==> config.mk <==
export PLATFORM = sky130hd
export DESIGN_NAME = simple_ext_module
export DESIGN_NICKNAME = d
export VERILOG_FILES = /design/src/rtl/simple_ext_module_pkg.sv /design/src/rtl/simple_ext_module.sv
export SDC_FILE = /design/constraint.sdc
export NUM_CORES = 1
export LEC_CHECK = 0
export BUFFER_PORTS_ARGS = -buffer_cell sky130_fd_sc_hd__buf_2
export CAP_MARGIN = 20
export CORE_MARGIN = 4
export CORE_UTILIZATION = 50
export CTS_CLUSTER_DIAMETER = 150
export DETAILED_ROUTE_END_ITERATION = 7
export PLACE_DENSITY = 0.87
export SETUP_SLACK_MARGIN = 0.2
export SLEW_MARGIN = 20
export SYNTH_ARGS = -nofsm -noshare
export SYNTH_HDL_FRONTEND = slang
export SYNTH_SLANG_ARGS = --single-unit
==> constraint.sdc <==
create_clock -name clock -period 3.2 [get_ports clock]
set_clock_uncertainty 0.1 [all_clocks]
set_input_delay 0.64 -clock clock [delete_from_list [all_inputs] [get_ports clock]]
set_output_delay 0.64 -clock clock [all_outputs]
set_load 0.02 [all_outputs]
==> src/rtl/simple_ext_module_pkg.sv <==
`default_nettype none
// ============================================================================
// Module      : simple_ext_module_pkg
// Description : Shared defaults and saturating-increment helper
// Revision    : 1.0
// ============================================================================
package simple_ext_module_pkg;

   localparam int unsigned c_DEFAULT_WIDTH     = 16;
   localparam int unsigned c_DEFAULT_CNT_WIDTH = 16;

   // Operates on 32-bit containers; callers cast to and from their own width.
   function automatic logic [31:0] sat_inc(input logic [31:0] value,
                                           input logic [31:0] max_value);
      sat_inc = (value >= max_value) ? max_value : value + 32'd1;
   endfunction

endpackage
`default_nettype wire

==> src/rtl/simple_ext_module.sv <==
`default_nettype none
// ============================================================================
// Module      : simple_ext_module
// Description : Zero-latency pass-through with registered shadow and change count
// Revision    : 1.0
// ============================================================================
module simple_ext_module
   import simple_ext_module_pkg::*;
#(
   parameter int unsigned WIDTH     = c_DEFAULT_WIDTH,
   parameter int unsigned CNT_WIDTH = c_DEFAULT_CNT_WIDTH
) (
   input  logic                 clock,
   input  logic                 reset,
   input  logic [WIDTH-1:0]     foo,
   output logic [WIDTH-1:0]     bar,
   output logic [WIDTH-1:0]     bar_q,
   output logic                 sampled,
   output logic                 foo_changed,
   output logic [CNT_WIDTH-1:0] change_count
);

   localparam logic [CNT_WIDTH-1:0] c_CNT_MAX = '1;

   logic [WIDTH-1:0]     r_bar_q;
   logic                 r_sampled;
   logic [CNT_WIDTH-1:0] r_count;
   logic                 w_foo_changed;
   logic [31:0]          w_count_inc;

   assign bar = foo;

   assign w_foo_changed = r_sampled & (foo != r_bar_q);
   assign w_count_inc   = sat_inc(32'(r_count), 32'(c_CNT_MAX));

   // Reset has priority over a simultaneous change, so the counter clears.
   always_ff @(posedge clock) begin
      if (!reset) begin
         r_bar_q   <= '0;
         r_sampled <= 1'b0;
         r_count   <= '0;
      end else begin
         r_bar_q   <= foo;
         r_sampled <= 1'b1;
         if (w_foo_changed) begin
            r_count <= CNT_WIDTH'(w_count_inc);
         end
      end
   end

   assign bar_q        = r_bar_q;
   assign sampled      = r_sampled;
   assign foo_changed  = w_foo_changed;
   assign change_count = r_count;

endmodule
`default_nettype wire

### Word level (Yosys, flattened, before mapping)

Cells that the tools add are included.

* output and inout port bits: 50
* bits of input ports: 18
* flip-flop bits (word level): 33
* bits in writable memories: 0
* latch bits: 0
* memories: 0
* logic and storage cells: 9
* bits in read-only memories: 0

* $add $sub $neg: 1
* $lt $le $gt $ge: 1
* reductions and logical operators: 0
* equal/unequal tests: 1
* muxes and demuxes: 2
* shift-type cells: 0
* divide/modulo/power cells: 0
* $mul: 0
* bitwise operators: 1

Operator list (number)
* 16-bit by 1-bit adder with 16-bit output, second input constant: 1
* 16-bit greater-or-equal comparator, second input constant: 1
* 16-bit 2-to-1 mux: 1
* 16-bit inequality test: 1
* 1-bit bitwise AND: 1
* 1-bit 2-to-1 mux: 1

### Logic depth before layout (Yosys ltp)

Gate-level depths: netlist (run 1).

* depth in word-level cells: 2
* mapped depth: 6
* depth with buffers taken out: 6

### Least setup slack after synthesis (run 1)

OpenSTA, ideal clock, no wires.

* path kind: input-to-output
* start: input port foo[5]
* end: output port foo_changed
* slack: 977 ps
* stages: 4
* data arrival time: 1483 ps
* buffers on the path: 0
* data required time: 2460 ps
* cell sequence: xnor2_1 -> nand4_1 -> o41ai_2 -> inv_2

* word-level cells in the longest chain between the ends: 2

RTL lines
* from (decl): RTL line simple_ext_module.sv:15 `input logic [WIDTH-1:0] foo,`
* 16-bit inequality test: RTL line simple_ext_module.sv:33 `assign w_foo_changed = r_sampled & (foo != r_bar_q);`
* 1-bit bitwise AND: RTL line simple_ext_module.sv:33
* to (decl): RTL line simple_ext_module.sv:19 `output logic foo_changed,`

No other way between the ends.

### Worst setup path in the final report (run 1)

* start: input port foo[10]
* end: output port foo_changed

Same word-level chain as after synthesis.

==> impl_metrics.py, run 1 <==
metrics = {
    "run_status": {
        "status": "finished, final reports clean",
    },
    "routing": {
        "vias_per_cell": 5.39,
        "routedWlPerCell_um": 13.8,
        "drc_errors": 0,
        "first_iter_violations": 98,
        "drtPass1Iterations": 5,
        "vias": 1434,
        "ant_nets": 0,
        "wirelength_mm": 3.68,
    },
    "floorplanning": {
        "die_x_um": 64.3,
        "die_h_um": 64.3,
        "rows": 20,
        "die_area_um2": 4140,
        "boundaryPins": 68,
        "start_util_pct": 52.0,
        "core_um2": 3050,
    },
    "worst_setup_path": {
        "critPathMaxFanout": 7,
        "crit_arrival_ns": 1.77,
        "crit_end": "foo_changed",
        "r2r-end": "change_count[14]",
        "start_kind": "primary input",
        "critPathKind": "in -> out",
        "r2r_setup_slack_ns": 1.17,
        "rr_startpoint": "change_count[0]",
        "startpoint": "foo[10]",
        "cp.required_ns": 2.46,
        "setup.worst_path.end_class": "output pin",
        "reg2regPathDepth": 5,
    },
    "cells_and_area": {
        "drive_above_1_share_pct": 38.7,
        "fill_cells": 302,
        "nets": 241,
        "syn_to_final_growth_pct": 19.2,
        "mostFrequentLayoutCells": "buf_2, dfxtp_1, xnor2_1, and2_1, nand3_1",
        "antenna_cells": 0,
        "multiInputGateArea_um2": 762,
        "final_common_cell": "buf_2",
        "seqCellArea_um2": 661,
    },
    "clocking": {
        "cts_hold_buf": 0,
        "h-tree-depth": 2,
        "cts_setup_buffers": 0,
        "clock_path_buffers": 2,
        "clkTransAtPathRegs_ns": 0.09,
        "cts_sinks": 33,
        "cts-root-buf": "clkbuf_4",
        "cts_resized": 0,
        "cts_tree": "built",
        "cts_made_buffers": 5,
        "insertion_delay_ns": 0.32,
    },
    "yosys": {
        "muxShareOfSynthArea_pct": 0,
        "synth-simple-area-share_pct": 23.7,
        "synth-seq-cells": 33,
        "synth_top_area_cell": "dfxtp_1",
        "synthesis.nets": 188,
        "synthXorXnorAreaFrac_pct": 8.83,
        "yosysUniqueCellTypes": 32,
        "yosysTopAreaCellShare_pct": 41.6,
        "synth_area_per_cell_um2": 9.39,
        "syn_area_um2": 1590,
        "syn_inst": 169,
        "ys_top_cells_by_area": "dfxtp_1, xnor2_1, buf_4",
        "post_synth_fa_ha_maj_area_fraction_pct": 0.789,
        "yosys_warnings": 0,
        "synth_compound_area_share_pct": 14.7,
        "ys_seq_area_share_pct": 41.6,
        "synth_top_family_by_area": "simple AND/OR/NAND/NOR gates",
    },
    "sta": {
        "slew_headroom_pct": 65.7,
        "setup_viol": 0,
        "fin_crit_sh_pct": 78.3,
        "fmax_ghz": 0.399,
        "period_needed_ns": 2.51,
        "rsz0062_at_grt": "false",
        "setup_tns_ns": 0,
        "worst_slew_pin_slew_ns": 0.515,
        "hold_viol": 0,
        "maxSlewViolCount": 0,
        "fin_ws_ns": 0.693,
    },
    "global_routing": {
        "first_global_vias": 1334,
        "grt_pass1_wl_mm": 5.82,
        "grt_max_degree": 35,
        "gr-total-overflow": 0,
        "track_usage_pct": 17.9,
        "antenna_found_initial": 0,
    },
    "placed_design": {
        "port_buffers": 67,
        "dp_hpwl_mm": 2.73,
        "dp_slack_ns": 0.693,
        "gp_congestion": 0.852,
    },
    "power": {
        "ir_drop_mv": 0.254,
        "p_per_area_nw_per_um2": 418,
        "power_leakage_uw": 0.000819,
    },
    "worst_hold_path": {
        "hold_path_class": "in -> reg",
    },
    "flow_run": {
        "maxCapViolCount": 0,
    },
}
-- routing by layer --
metal | part of all wire [%] | track usage (%) | vias to the layer above
li1 | - | - | 701
met1 | 42 | 21.6 | 665
met2 | 50 | 30.7 | 61
met3 | 7.0 | 4.39 | 7
met4 | 1.3 | 6.33 | 0
met5 | 0 | 0 | -
-- through the flow --
stage | instances | hold WS, ns | util (%) | total power (µW) | area, µm²
final | 266 | 0.451 | 61.9 | 791 | 1890
after global routing | 266 | 0.441 | 61.9 | 831 | 1890
after CTS | 266 | 0.440 | 61.9 | 801 | 1890
after detailed placement | 259 | 0.452 | 60.1 | 568 | 1840
after global placement | 259 | 0.447 | 60.1 | 565 | 1840
after floorplan | 169 | 0.528 | - | 534 | 1590
-- final cells by class --
type,instances,area share (%)
timing repair buffer,68,18.1
multi-input combinational,110,40.3
clock buffer,7,2.91
tap,44,2.91
sequential,33,34.9
inverter,4,0.794
-- cell usage after synthesis (all sizes together) --
library cell,n
dfxtp,33
buf,18
and2,17
xnor2,16
nand3,12
o221a,11
nand2,10
nor2,10
nand4,9
a21oi,4
clkbuf,4
inv,4
a31o,2
and3,2
and4,2
nor3,2
o211a,2
o311a,2
o41ai,2
ha,1
nand3b,1
nand4b,1
nor3b,1
o31ai,1
or3,1
or4,1
-- how the worst min path moves through the flow --
stage / start / to / slack, ns / depth (start not counted)
2_1_floorplan: change_count[14] / change_count[14] / 0.53 / 2
3_3_place_gp: change_count[11] / change_count[11] / 0.45 / 1
3_5_place_dp: change_count[11] / change_count[11] / 0.45 / 1
4_1_cts: foo[11] / bar_q[11] / 0.44 / 2
5_1_grt: foo[11] / bar_q[11] / 0.44 / 2
6_report: foo[0] / bar_q[0] / 0.45 / 2
-- state kept, by name, indices dropped and copies added, names as in the netlist --
signal        cells
sampled           1
change_count     16
bar_q            16
-- worst max-delay path: stages --
cell and delay (ns):
buf_2 0.12, xnor2_1 0.14, nand4_1 0.13, o41ai_2 0.42, inv_2 0.13, buf_2 0.18
-- kinds of logic after synthesis --
kind of cell | Yosys count
fa+ha+maj | 1
flops | 33
xor+xnor | 16
compound gates | 24
buf+inv | 26
simple gates | 69
-- power breakdown --
part,switching (µW),internal [µW]
clock network,129,104
registers,11.5,425
logic,72.8,48.8
Note: power is estimated with default switching activity, not from simulation.
==> run 2: changes to the inputs <==
Settings changed: ABC_AREA set to 1, CORE_UTILIZATION 50 to 51, PLACE_DENSITY 0.87 to 0.84.
Clock period 3.2 ns to 2.35 ns, I/O delays scaled along.
==> impl_metrics.py, run 2 <==
metrics = {
    "routing": {
        "met1_length_mm": 2.11,
        "vias": 2113,
        "ant_nets": 0,
        "wirelength_mm": 4.76,
        "drtPass1Iterations": 4,
        "routed.top_layer": "met4",
        "routedWlPerCell_um": 10.5,
        "drc_errors": 0,
        "first_iter_violations": 84,
        "wl_met2_mm": 2.25,
        "vias_per_cell": 4.64,
        "wl_met3_um": 342,
    },
    "floorplanning": {
        "rows": 23,
        "boundaryPins": 68,
        "core_um2": 4000,
        "die_h_um": 72.3,
        "die_area_um2": 5220,
        "die_x_um": 72.3,
        "start_util_pct": 52.6,
    },
    "yosys": {
        "ys_top_cells_by_area": "dfxtp_1, nand2_1, nor2_1",
        "yosysUniqueCellTypes": 25,
        "synthesis.nets": 368,
        "yosys_warnings": 0,
        "synth_top_area_cell": "dfxtp_1",
        "post-synth-top-count-cell": "nand2_1",
        "yosys_most_used_dff": "dfxtp_1",
        "syn_area_um2": 2110,
        "ys_seq_area_share_pct": 31.4,
        "yosysTopAreaCellShare_pct": 31.4,
        "synth-seq-cells": 33,
        "ys_async_sr_fraction_pct": 0,
        "synth_area_per_cell_um2": 6.03,
        "synthTopCellsByCount": "nand2_1, nor2_1, inv_1",
        "syn_inst": 349,
        "synth_edf_count": 0,
    },
    "global_routing": {
        "gr-total-overflow": 0,
        "antenna_found_initial": 0,
        "grt_max_degree": 34,
        "grt_pass1_wl_mm": 7.96,
        "first_global_vias": 1862,
        "track_usage_pct": 19.0,
    },
    "worst_setup_path": {
        "critPathKind": "reg -> out",
        "start_kind": "register",
        "reg2regPathDepth": 10,
        "setup.worst_path.end_class": "output pin",
        "r2r_setup_slack_ns": 0.54,
        "rr_startpoint": "change_count[0]",
        "crit_arrival_ns": 1.46,
        "cp.required_ns": 1.78,
        "critPathMaxFanout": 4,
        "r2r-end": "change_count[14]",
    },
    "worst_hold_path": {
        "whs_path_depth": 3,
        "hold_end": "bar_q[1]",
        "hold_path_class": "in -> reg",
        "min_from": "foo[1]",
    },
    "sta": {
        "period_needed_ns": 2.03,
        "hold_viol": 0,
        "slew_headroom_pct": 61.1,
        "rsz0062_at_grt": "false",
        "setup_viol": 0,
        "fmax_ghz": 0.492,
        "fin_ws_ns": 0.316,
        "worst_slew_pin_slew_ns": 0.584,
        "maxSlewViolCount": 0,
        "fin_crit_sh_pct": 86.5,
        "setup_tns_ns": 0,
        "fin_hold_ws_ns": 0.301,
    },
    "placed_design": {
        "dp.cells": 446,
        "dp_slack_ns": 0.313,
        "dp_hpwl_mm": 3.57,
        "port_buffers": 67,
        "placed_cell_area_um2": 2360,
        "gp_congestion": 0.898,
    },
    "cells_and_area": {
        "stdcell_area_um2": 2490,
        "drive_above_1_share_pct": 26.2,
        "syn_to_final_growth_pct": 18.2,
        "final_common_cell": "nand2_1",
        "instances_no_fill": 455,
        "mostFrequentLayoutCells": "nand2_1, buf_2, nor2_1",
        "nets": 423,
        "antenna_cells": 0,
    },
    "flow_run": {
        "maxCapViolCount": 0,
    },
    "clocking": {
        "cts_tree": "built",
        "cts_sinks": 33,
        "clock_path_buffers": 2,
        "cts_hold_buf": 0,
        "insertion_delay_ns": 0.29,
        "clkTransAtPathRegs_ns": 0.07,
        "h-tree-depth": 2,
        "cts_made_buffers": 5,
        "cts-root-buf": "clkbuf_8",
    },
    "power": {
        "p_per_area_nw_per_um2": 590,
        "ir_drop_mv": 0.389,
        "power_leakage_uw": 0.00150,
    },
    "run_status": {
        "status": "finished, final reports clean",
    },
}
[run 2: how the worst max path moves through the flow]
stage              start          end  slack, ns  depth (start not counted)
3_3_place_gp     foo[10]  foo_changed       0.30                         11
6_report       bar_q[10]  foo_changed       0.32                         10
5_1_grt        bar_q[11]  foo_changed       0.20                         10
4_1_cts        bar_q[10]  foo_changed       0.23                         10
3_5_place_dp     foo[10]  foo_changed       0.31                         11
2_1_floorplan   bar_q[9]  foo_changed       0.54                         10
[run 2: through the flow]
stage	total power [µW]	util, %
detailed placement	923	59.0
global route	1540	62.2
finish	1470	62.2
global placement	915	59.0
floorplan	846	-
CTS	1480	61.9
[run 2: logic make-up after synthesis]
family | after synthesis | share of synthesized area, %
AOI/OAI and AO/OA | 5 | 1.19
xor gates and xnor gates | 4 | 1.66
adders and majority gates | 1 | 0.594
buffers and inverters | 84 | 18.9
DFF | 33 | 31.4
and+or+nand+nor | 222 | 46.3
[run 2: report_power, final]
| group | internal, µW | total (µW) | switching, µW |
|---|---|---|---|
| Sequential | 594 | 635 | 41.1 |
| Clock | 346 | 556 | 210 |
| Combinational | 101 | 277 | 176 |
[run 2: final cells by class]
class                      count  area, µm²
fill                         377       1510
multi-input combinational    232       1050
sequential                    33        662
timing repair buffer          71        365
inverter                      61        230
clock buffer                   7       86.3
tap                           50       62.6
clock inverter                 1       30.0
[run 2: worst max-delay path: stages (launching register included)]
cell and delay, ns:
dfxtp_1 0.34, inv_1 0.04, nand2_1 0.05, nand2_1 0.06, nor2_2 0.12, nand2_1 0.06, nor2_1 0.13, nand2_2 0.09
nand2_4 0.08, inv_2 0.04, buf_2 0.15
[run 2: routing by layer]
metal	vias up	global-route usage (%)
li1	1118	-
met1	934	23.7
met2	56	30.8
met3	5	5.82
met4	0	7.31
met5	-	0
[run 2: what timing repair did]
action,in CTS,in global routing
setup buffers,0,1
endpoints found under the setup margin,0,1
gates resized for setup,0,3
